### src/rtl/wm8731_cfg_pkg.sv
// Shared definitions for the WM8731 configuration sequencer: FSM states, LUT entry layout
// and the early-terminator marker.
package wm8731_cfg_pkg;

   typedef enum logic [2:0] {
      StWaitInit,
      StCheck,
      StReq,
      StWaitAck,
      StGap,
      StDone,
      StFail
   } state_e;

   localparam int unsigned LutSizeDefault = 10;

   // LUT entry layout: {dev_addr[31:24], reg_addr[23:8], data[7:0]}
   localparam int unsigned DevAddrLsb = 24;
   localparam int unsigned RegAddrLsb = 8;
   localparam int unsigned DataLsb    = 0;

   localparam logic [31:0] LutTerminator = 32'hFFFF_FFFF;

   function automatic logic [7:0] lut_dev_addr(input logic [31:0] entry);
      return entry[DevAddrLsb +: 8];
   endfunction

   function automatic logic [15:0] lut_reg_addr(input logic [31:0] entry);
      return entry[RegAddrLsb +: 16];
   endfunction

   function automatic logic [7:0] lut_wr_data(input logic [31:0] entry);
      return entry[DataLsb +: 8];
   endfunction

endpackage

### src/rtl/i2c_config_seq_if.sv
// Write-request bus between the configuration sequencer (master) and the I2C write engine
// (slave).
interface i2c_config_seq_if;

   logic        i2c_write_req;
   logic        i2c_write_req_ack;
   logic        i2c_error;
   logic [7:0]  i2c_slave_dev_addr;
   logic [15:0] i2c_register_addr;
   logic [7:0]  i2c_data;
   logic        i2c_addr_2byte;

   modport master (
      output i2c_write_req,
      output i2c_slave_dev_addr,
      output i2c_register_addr,
      output i2c_data,
      output i2c_addr_2byte,
      input  i2c_write_req_ack,
      input  i2c_error
   );

   modport slave (
      input  i2c_write_req,
      input  i2c_slave_dev_addr,
      input  i2c_register_addr,
      input  i2c_data,
      input  i2c_addr_2byte,
      output i2c_write_req_ack,
      output i2c_error
   );

endinterface

### src/rtl/i2c_config_seq.sv
// Walks the WM8731 register LUT after a power-up delay, issuing one I2C write per entry with
// bounded retries on NACK; a start pulse re-runs the table.
module i2c_config_seq
   import wm8731_cfg_pkg::*;
#(
   parameter int unsigned LUT_SIZE   = LutSizeDefault,
   parameter int unsigned INIT_DELAY = 50000,
   parameter int unsigned RETRY_MAX  = 3,
   parameter bit          ADDR_2BYTE = 1'b0
) (
   input  logic             clk,
   input  logic             rst_n,
   input  logic             start,
   output logic [9:0]       lut_index,
   input  logic [31:0]      lut_data,
   i2c_config_seq_if.master bus,
   output logic             busy,
   output logic             done,
   output logic             error,
   output logic [9:0]       fail_index
);

   localparam logic [31:0] InitLast  = 32'(INIT_DELAY - 1);
   localparam logic [9:0]  LutLast   = 10'(LUT_SIZE - 1);
   localparam logic [9:0]  LutSizeW  = 10'(LUT_SIZE);
   localparam logic [7:0]  RetryMaxW = 8'(RETRY_MAX);

   state_e      r_state, w_state_nxt;
   logic [31:0] r_delay_cnt, w_delay_cnt_nxt;
   logic [9:0]  r_lut_index, w_lut_index_nxt;
   logic [7:0]  r_retry_cnt, w_retry_cnt_nxt;
   logic        r_req, w_req_nxt;
   logic [7:0]  r_dev, w_dev_nxt;
   logic [15:0] r_reg, w_reg_nxt;
   logic [7:0]  r_data, w_data_nxt;
   logic        r_done, w_done_nxt;
   logic        r_error, w_error_nxt;
   logic        r_busy, w_busy_nxt;
   logic [9:0]  r_fail_index, w_fail_index_nxt;
   logic        r_pending, w_pending_nxt;
   logic        w_in_end;
   logic        w_restart;

   assign w_in_end  = (r_state == StDone) || (r_state == StFail);
   assign w_restart = w_in_end && (start || r_pending);

   always_comb begin
      w_state_nxt      = r_state;
      w_delay_cnt_nxt  = r_delay_cnt;
      w_lut_index_nxt  = r_lut_index;
      w_retry_cnt_nxt  = r_retry_cnt;
      w_req_nxt        = r_req;
      w_dev_nxt        = r_dev;
      w_reg_nxt        = r_reg;
      w_data_nxt       = r_data;
      w_fail_index_nxt = r_fail_index;
      // Starts arriving mid-sequence collapse into a single deferred restart.
      w_pending_nxt    = r_pending || (start && !w_in_end);

      unique case (r_state)
         StWaitInit: begin
            if (r_delay_cnt == InitLast) begin
               w_delay_cnt_nxt = '0;
               w_state_nxt     = StCheck;
            end else begin
               w_delay_cnt_nxt = r_delay_cnt + 32'd1;
            end
         end
         StCheck: begin
            if ((lut_data == LutTerminator) || (r_lut_index >= LutSizeW)) begin
               w_state_nxt = StDone;
            end else begin
               w_dev_nxt       = lut_dev_addr(lut_data);
               w_reg_nxt       = lut_reg_addr(lut_data);
               w_data_nxt      = lut_wr_data(lut_data);
               w_retry_cnt_nxt = '0;
               w_state_nxt     = StReq;
            end
         end
         StReq: begin
            w_req_nxt   = 1'b1;
            w_state_nxt = StWaitAck;
         end
         StWaitAck: begin
            if (bus.i2c_write_req_ack) begin
               w_req_nxt = 1'b0;
               if (!bus.i2c_error) begin
                  if (r_lut_index == LutLast) begin
                     w_state_nxt = StDone;
                  end else begin
                     w_lut_index_nxt = r_lut_index + 10'd1;
                     w_state_nxt     = StCheck;
                  end
               end else begin
                  w_retry_cnt_nxt = r_retry_cnt + 8'd1;
                  if ((r_retry_cnt + 8'd1) < RetryMaxW) begin
                     w_state_nxt = StGap;
                  end else begin
                     w_fail_index_nxt = r_lut_index;
                     w_state_nxt      = StFail;
                  end
               end
            end
         end
         StGap: begin
            w_state_nxt = StReq;
         end
         StDone, StFail: begin
            if (w_restart) begin
               w_pending_nxt    = 1'b0;
               w_lut_index_nxt  = '0;
               w_fail_index_nxt = '0;
               w_state_nxt      = StCheck;
            end
         end
         default: begin
            w_state_nxt = StWaitInit;
         end
      endcase

      // Status is registered from the next state so it aligns with the state it reports.
      w_done_nxt  = (w_state_nxt == StDone);
      w_error_nxt = (w_state_nxt == StFail);
      w_busy_nxt  = !((w_state_nxt == StDone) || (w_state_nxt == StFail));
   end

   always_ff @(posedge clk or negedge rst_n) begin
      if (!rst_n) begin
         r_state      <= StWaitInit;
         r_delay_cnt  <= '0;
         r_lut_index  <= '0;
         r_retry_cnt  <= '0;
         r_req        <= 1'b0;
         r_dev        <= '0;
         r_reg        <= '0;
         r_data       <= '0;
         r_done       <= 1'b0;
         r_error      <= 1'b0;
         r_busy       <= 1'b0;
         r_fail_index <= '0;
         r_pending    <= 1'b0;
      end else begin
         r_state      <= w_state_nxt;
         r_delay_cnt  <= w_delay_cnt_nxt;
         r_lut_index  <= w_lut_index_nxt;
         r_retry_cnt  <= w_retry_cnt_nxt;
         r_req        <= w_req_nxt;
         r_dev        <= w_dev_nxt;
         r_reg        <= w_reg_nxt;
         r_data       <= w_data_nxt;
         r_done       <= w_done_nxt;
         r_error      <= w_error_nxt;
         r_busy       <= w_busy_nxt;
         r_fail_index <= w_fail_index_nxt;
         r_pending    <= w_pending_nxt;
      end
   end

   assign lut_index              = r_lut_index;
   assign busy                   = r_busy;
   assign done                   = r_done;
   assign error                  = r_error;
   assign fail_index             = r_fail_index;
   assign bus.i2c_write_req      = r_req;
   assign bus.i2c_slave_dev_addr = r_dev;
   assign bus.i2c_register_addr  = r_reg;
   assign bus.i2c_data           = r_data;
   assign bus.i2c_addr_2byte     = ADDR_2BYTE;

endmodule

### src/flat_wrapper.sv
// flat-port wrapper written by rule: the top's interface ports become plain ports
module i2c_config_seq_flat import wm8731_cfg_pkg::*;
#(
   parameter int unsigned LUT_SIZE   = LutSizeDefault,
   parameter int unsigned INIT_DELAY = 50000,
   parameter int unsigned RETRY_MAX  = 3,
   parameter bit          ADDR_2BYTE = 1'b0
)
  (clk, rst_n, start, lut_index, lut_data, busy, done, error, fail_index, bus_i2c_write_req, bus_i2c_slave_dev_addr, bus_i2c_register_addr, bus_i2c_data, bus_i2c_addr_2byte, bus_i2c_write_req_ack, bus_i2c_error);
  i2c_config_seq_if bus_i ();
  input  logic clk;
  input  logic rst_n;
  input  logic start;
  output logic [9:0] lut_index;
  input  logic [31:0] lut_data;
  output logic busy;
  output logic done;
  output logic error;
  output logic [9:0] fail_index;
  output wire logic [$bits(bus_i.i2c_write_req)-1:0] bus_i2c_write_req;
  output wire logic [$bits(bus_i.i2c_slave_dev_addr)-1:0] bus_i2c_slave_dev_addr;
  output wire logic [$bits(bus_i.i2c_register_addr)-1:0] bus_i2c_register_addr;
  output wire logic [$bits(bus_i.i2c_data)-1:0] bus_i2c_data;
  output wire logic [$bits(bus_i.i2c_addr_2byte)-1:0] bus_i2c_addr_2byte;
  input wire logic [$bits(bus_i.i2c_write_req_ack)-1:0] bus_i2c_write_req_ack;
  input wire logic [$bits(bus_i.i2c_error)-1:0] bus_i2c_error;
  assign bus_i2c_write_req = bus_i.i2c_write_req;
  assign bus_i2c_slave_dev_addr = bus_i.i2c_slave_dev_addr;
  assign bus_i2c_register_addr = bus_i.i2c_register_addr;
  assign bus_i2c_data = bus_i.i2c_data;
  assign bus_i2c_addr_2byte = bus_i.i2c_addr_2byte;
  assign bus_i.i2c_write_req_ack = bus_i2c_write_req_ack;
  assign bus_i.i2c_error = bus_i2c_error;
  i2c_config_seq #(.LUT_SIZE(LUT_SIZE), .INIT_DELAY(INIT_DELAY), .RETRY_MAX(RETRY_MAX), .ADDR_2BYTE(ADDR_2BYTE)) u_core (.clk(clk), .rst_n(rst_n), .start(start), .lut_index(lut_index), .lut_data(lut_data), .bus(bus_i), .busy(busy), .done(done), .error(error), .fail_index(fail_index));
endmodule
### config.mk
export PLATFORM = sky130hd
export DESIGN_NAME = i2c_config_seq_flat
export DESIGN_NICKNAME = d
export VERILOG_FILES = /design/src/rtl/wm8731_cfg_pkg.sv /design/src/rtl/i2c_config_seq_if.sv /design/src/rtl/i2c_config_seq.sv /design/src/flat_wrapper.sv
export SDC_FILE = /design/constraint.sdc
export NUM_CORES = 1
export LEC_CHECK = 0
export BUFFER_PORTS_ARGS = -buffer_cell sky130_fd_sc_hd__buf_4
export CAP_MARGIN = 20
export CORE_MARGIN = 2
export CORE_UTILIZATION = 50
export CTS_BUF_LIST = sky130_fd_sc_hd__clkbuf_4 sky130_fd_sc_hd__clkbuf_8
export DETAILED_ROUTE_END_ITERATION = 10
export PLACE_DENSITY = 0.74
export SYNTH_ARGS = -nofsm -noshare
export SYNTH_HDL_FRONTEND = slang
export SYNTH_SLANG_ARGS = --single-unit
### constraint.sdc
create_clock -name clk -period 5 [get_ports clk]
set_input_delay 0.5 -clock clk [delete_from_list [all_inputs] [get_ports clk]]
set_output_delay 0.5 -clock clk [all_outputs]
set_load 0.01 [all_outputs]
==> results.cfg <==
[clock_network]
post_cts_resized = 0
cts_tree = built
clk_latency_ns = 0.36
cts_buffers = 9
ctsHtreeMaxLevel = 3
cts.clk_slew.worst_paths_ns = 0.10
hold_buffers = 0
cts-root-buf = clkbuf_8
cts_sinks = 100
cts_setup_buffers = 0
clockBufferDepth = 2

[pwr]
clkPwrFrac = 0.172
p_per_area_nw_per_um2 = 490
p_leak_nw = 2.66
vdd_ir_drop_max_mv = 0.275
seqPwrFrac = 0.436
sw_frac_of_total = 0.347
combPwrFrac = 0.392
internal_power_mw = 1.81
switching_power_uw = 960

[yosys]
synthCells = 427
ys_types = 47
syn_avg_cell_area_sq_um = 11.0
ys_seq_elements = 100
synth_nets = 470
yosysWarnings = 0
ys.flop_type = dfrtp_1
async_flop_share = 1.00
ys_seq_area_frac = 0.534
syn_area_sq_um = 4690
synth-edff-count = 0

[sta]
fmax_ghz = 0.358
min_period_ns = 2.79
finClkSkew_ns = 0.0129
finalSetupViolations = 0
fin_crit_sh = 0.558
tightest_slew_ns = 0.900
tns_ns = 0
rsz0062_at_grt = false
drv_slew = 0
slew_headroom = 0.400
hold_viol = 0

[floorplanning]
initial_utilization = 0.512
core_sq_um = 9150
pin_count = 94
die_area_sq_um = 10200
die_y_microns = 101
die_width_microns = 101
rows = 35

[grt]
grt_max_degree = 64
grt_pass1_wl_mm = 16.5
grtUsageTotal = 0.204
grt_pass1_vias = 3513
antenna_found_initial = 0
grtUsageMet3 = 0.0416
grt.met2_usage = 0.336
grt_overflow = 0
met1_usage = 0.269
top_usage_layer = met2

[placement]
post-dp-hpwl_mm = 7.02
io_buffers = 92
place.gp.congestion = 0.787

[drt]
wirelength_mm = 9.82
drtAntennaViolNets = 0
drtPass1Iterations = 4
drc = 0
via_count = 3475
via_per_inst = 5.51
first_iter_violations = 140
wire_per_inst_microns = 15.6

[flow_run]
maxCapViolations = 0

[worst_setup_path]
crit_top_cell = and3_1
cp_cell_sequence = ha_1, and3_1, or4_1, and3_1, nor4_2, a211o_2, mux2_4
setup.worst_path.end_class = register
cp_max_fo = 10
critPathMaxStageDelay_ns = 0.47
critPathArrivalTime_ns = 3.04
cpMaxStageDelayCell = dfrtp_1
worst-setup-path-type = reg2reg
critPathBufInv = 0
cp.required_ns = 5.25
critPathLaunchType = register
critPathTopFamily = simple AND/OR/NAND/NOR gates

[run_status]
outcome = completed

[cells_and_area]
final_util = 0.617
fin_nets = 558
syn2layout_area_growth_pct = 20.4
drive_gt1_frac = 0.296
antenna_cells = 0

[min_path]
hp-class = in2async
## per-stage QoR
| step | area (sq um) | total power, mW | setup slack, ns | hold slack (ns) | instances |
|---|---|---|---|---|---|
| final | 5640 | 2.77 | 2.21 | 0.0900 | 631 |
| after global routing | 5640 | 2.95 | 2.09 | 0.120 | 631 |
| after CTS | 5620 | 2.76 | 2.20 | 0.0983 | 630 |
| after detailed placement | 5440 | 2.28 | 2.04 | 0.459 | 614 |
| after global placement | 5440 | 2.25 | 2.08 | 0.459 | 614 |
| after floorplan | 4690 | 1.83 | 2.46 | 0.204 | 427 |
## final timing paths
check / startpoint / end / slack [ns] / cells after the start
setup / recovery: u_core.r_retry_cnt[0] / u_core.fail_index[2] / 2.21 / 7
hold / removal: rst_n / u_core.lut_index[7] / 0.09 / 1
setup reg to reg: u_core.r_retry_cnt[0] / u_core.fail_index[2] / 2.21 / 7
hold reg to reg: u_core.r_delay_cnt[31] / u_core.r_delay_cnt[31] / 0.48 / 1
max in group asynchronous: rst_n / u_core.bus.i2c_data[0] / 3.76 / 2
min in group clk: lut_data[16] / u_core.bus.i2c_register_addr[8] / 0.37 / 2
## synth_stat cells, types with 5 or more instances
library cell | instances | area [sq um]
clkbuf_1 | 7 | 26.3
nand2_1 | 37 | 139
xor2_1 | 10 | 87.6
o21ai_0 | 15 | 75.1
nor4_1 | 8 | 50.1
or4_1 | 5 | 37.5
xnor2_1 | 29 | 254
and2_1 | 7 | 43.8
buf_2 | 7 | 35.0
ha_1 | 6 | 75.1
and3_1 | 12 | 75.1
nand3_1 | 22 | 110
nor2_1 | 29 | 109
mux2i_1 | 7 | 70.1
dfrtp_1 | 100 | 2500
o31ai_1 | 7 | 52.6
mux2_2 | 32 | 360
nand4_1 | 23 | 144
inv_1 | 15 | 56.3
nor3_1 | 8 | 40.0
## area by class of cell
class,count,area (sq um)
fill,770,3510
inverter,15,56.3
sequential,100,2500
clock buffer,10,131
clock inverter,6,47.5
multi-input combinational,295,2040
timing repair buffer,94,726
tap,111,139
## logic make-up (layout without fill, tap and decap cells)
logic type	Yosys count	in the layout	synth area share
buffers and inverters	32	125	0.0323
XOR/XNOR	39	39	0.0729
other	1	1	0.000800
AO/OA/AOI/OAI	38	38	0.0531
multiplexers	42	42	0.101
flip-flops	100	100	0.534
adder cells (fa/ha/maj)	6	6	0.0160
AND/OR/NAND/NOR	169	169	0.189
## layout by cell type (no fill, tap or decap), types with 8 or more instances in the layout
master / synthesis / layout
xor2_1: 10 / 10
nor3_1: 8 / 8
buf_4: 1 / 93
inv_1: 15 / 15
nand2_1: 37 / 37
clkbuf_8: 0 / 9
nand4_1: 23 / 23
dfrtp_1: 100 / 100
mux2_2: 32 / 32
o21ai_0: 15 / 15
xnor2_1: 29 / 29
nor4_1: 8 / 8
nor2_1: 29 / 29
and3_1: 12 / 12
nand3_1: 22 / 22
## layer usage
metal  part of all wire  wire (microns)
met1               0.45            4380
met2               0.51            5030
met3              0.028             273
met4              0.014             138
met5                  0               0
## sequential cells by signal (all words and copies together) (netlist names)
name,flops
u_core.bus.i2c_data,8
u_core.bus.i2c_slave_dev_addr,8
u_core.bus.i2c_write_req,1
u_core.lut_index,10
u_core.r_pending,1
u_core.error,1
u_core.busy,1
u_core.fail_index,10
u_core.bus.i2c_register_addr,16
u_core.r_delay_cnt,32
u_core.r_state,3
u_core.done,1
u_core.r_retry_cnt,8
## power groups by stage
stage / sequential (mW) / combinational [mW] / clock (mW)
after global placement: 1.21 / 1.05 / 0
after CTS: 1.20 / 1.07 / 0.490
final: 1.20 / 1.08 / 0.476
after detailed placement: 1.22 / 1.06 / 0
after global routing: 1.24 / 1.18 / 0.526
after floorplan: 1.26 / 0.574 / 0
(Power assumes the default switching activity.)
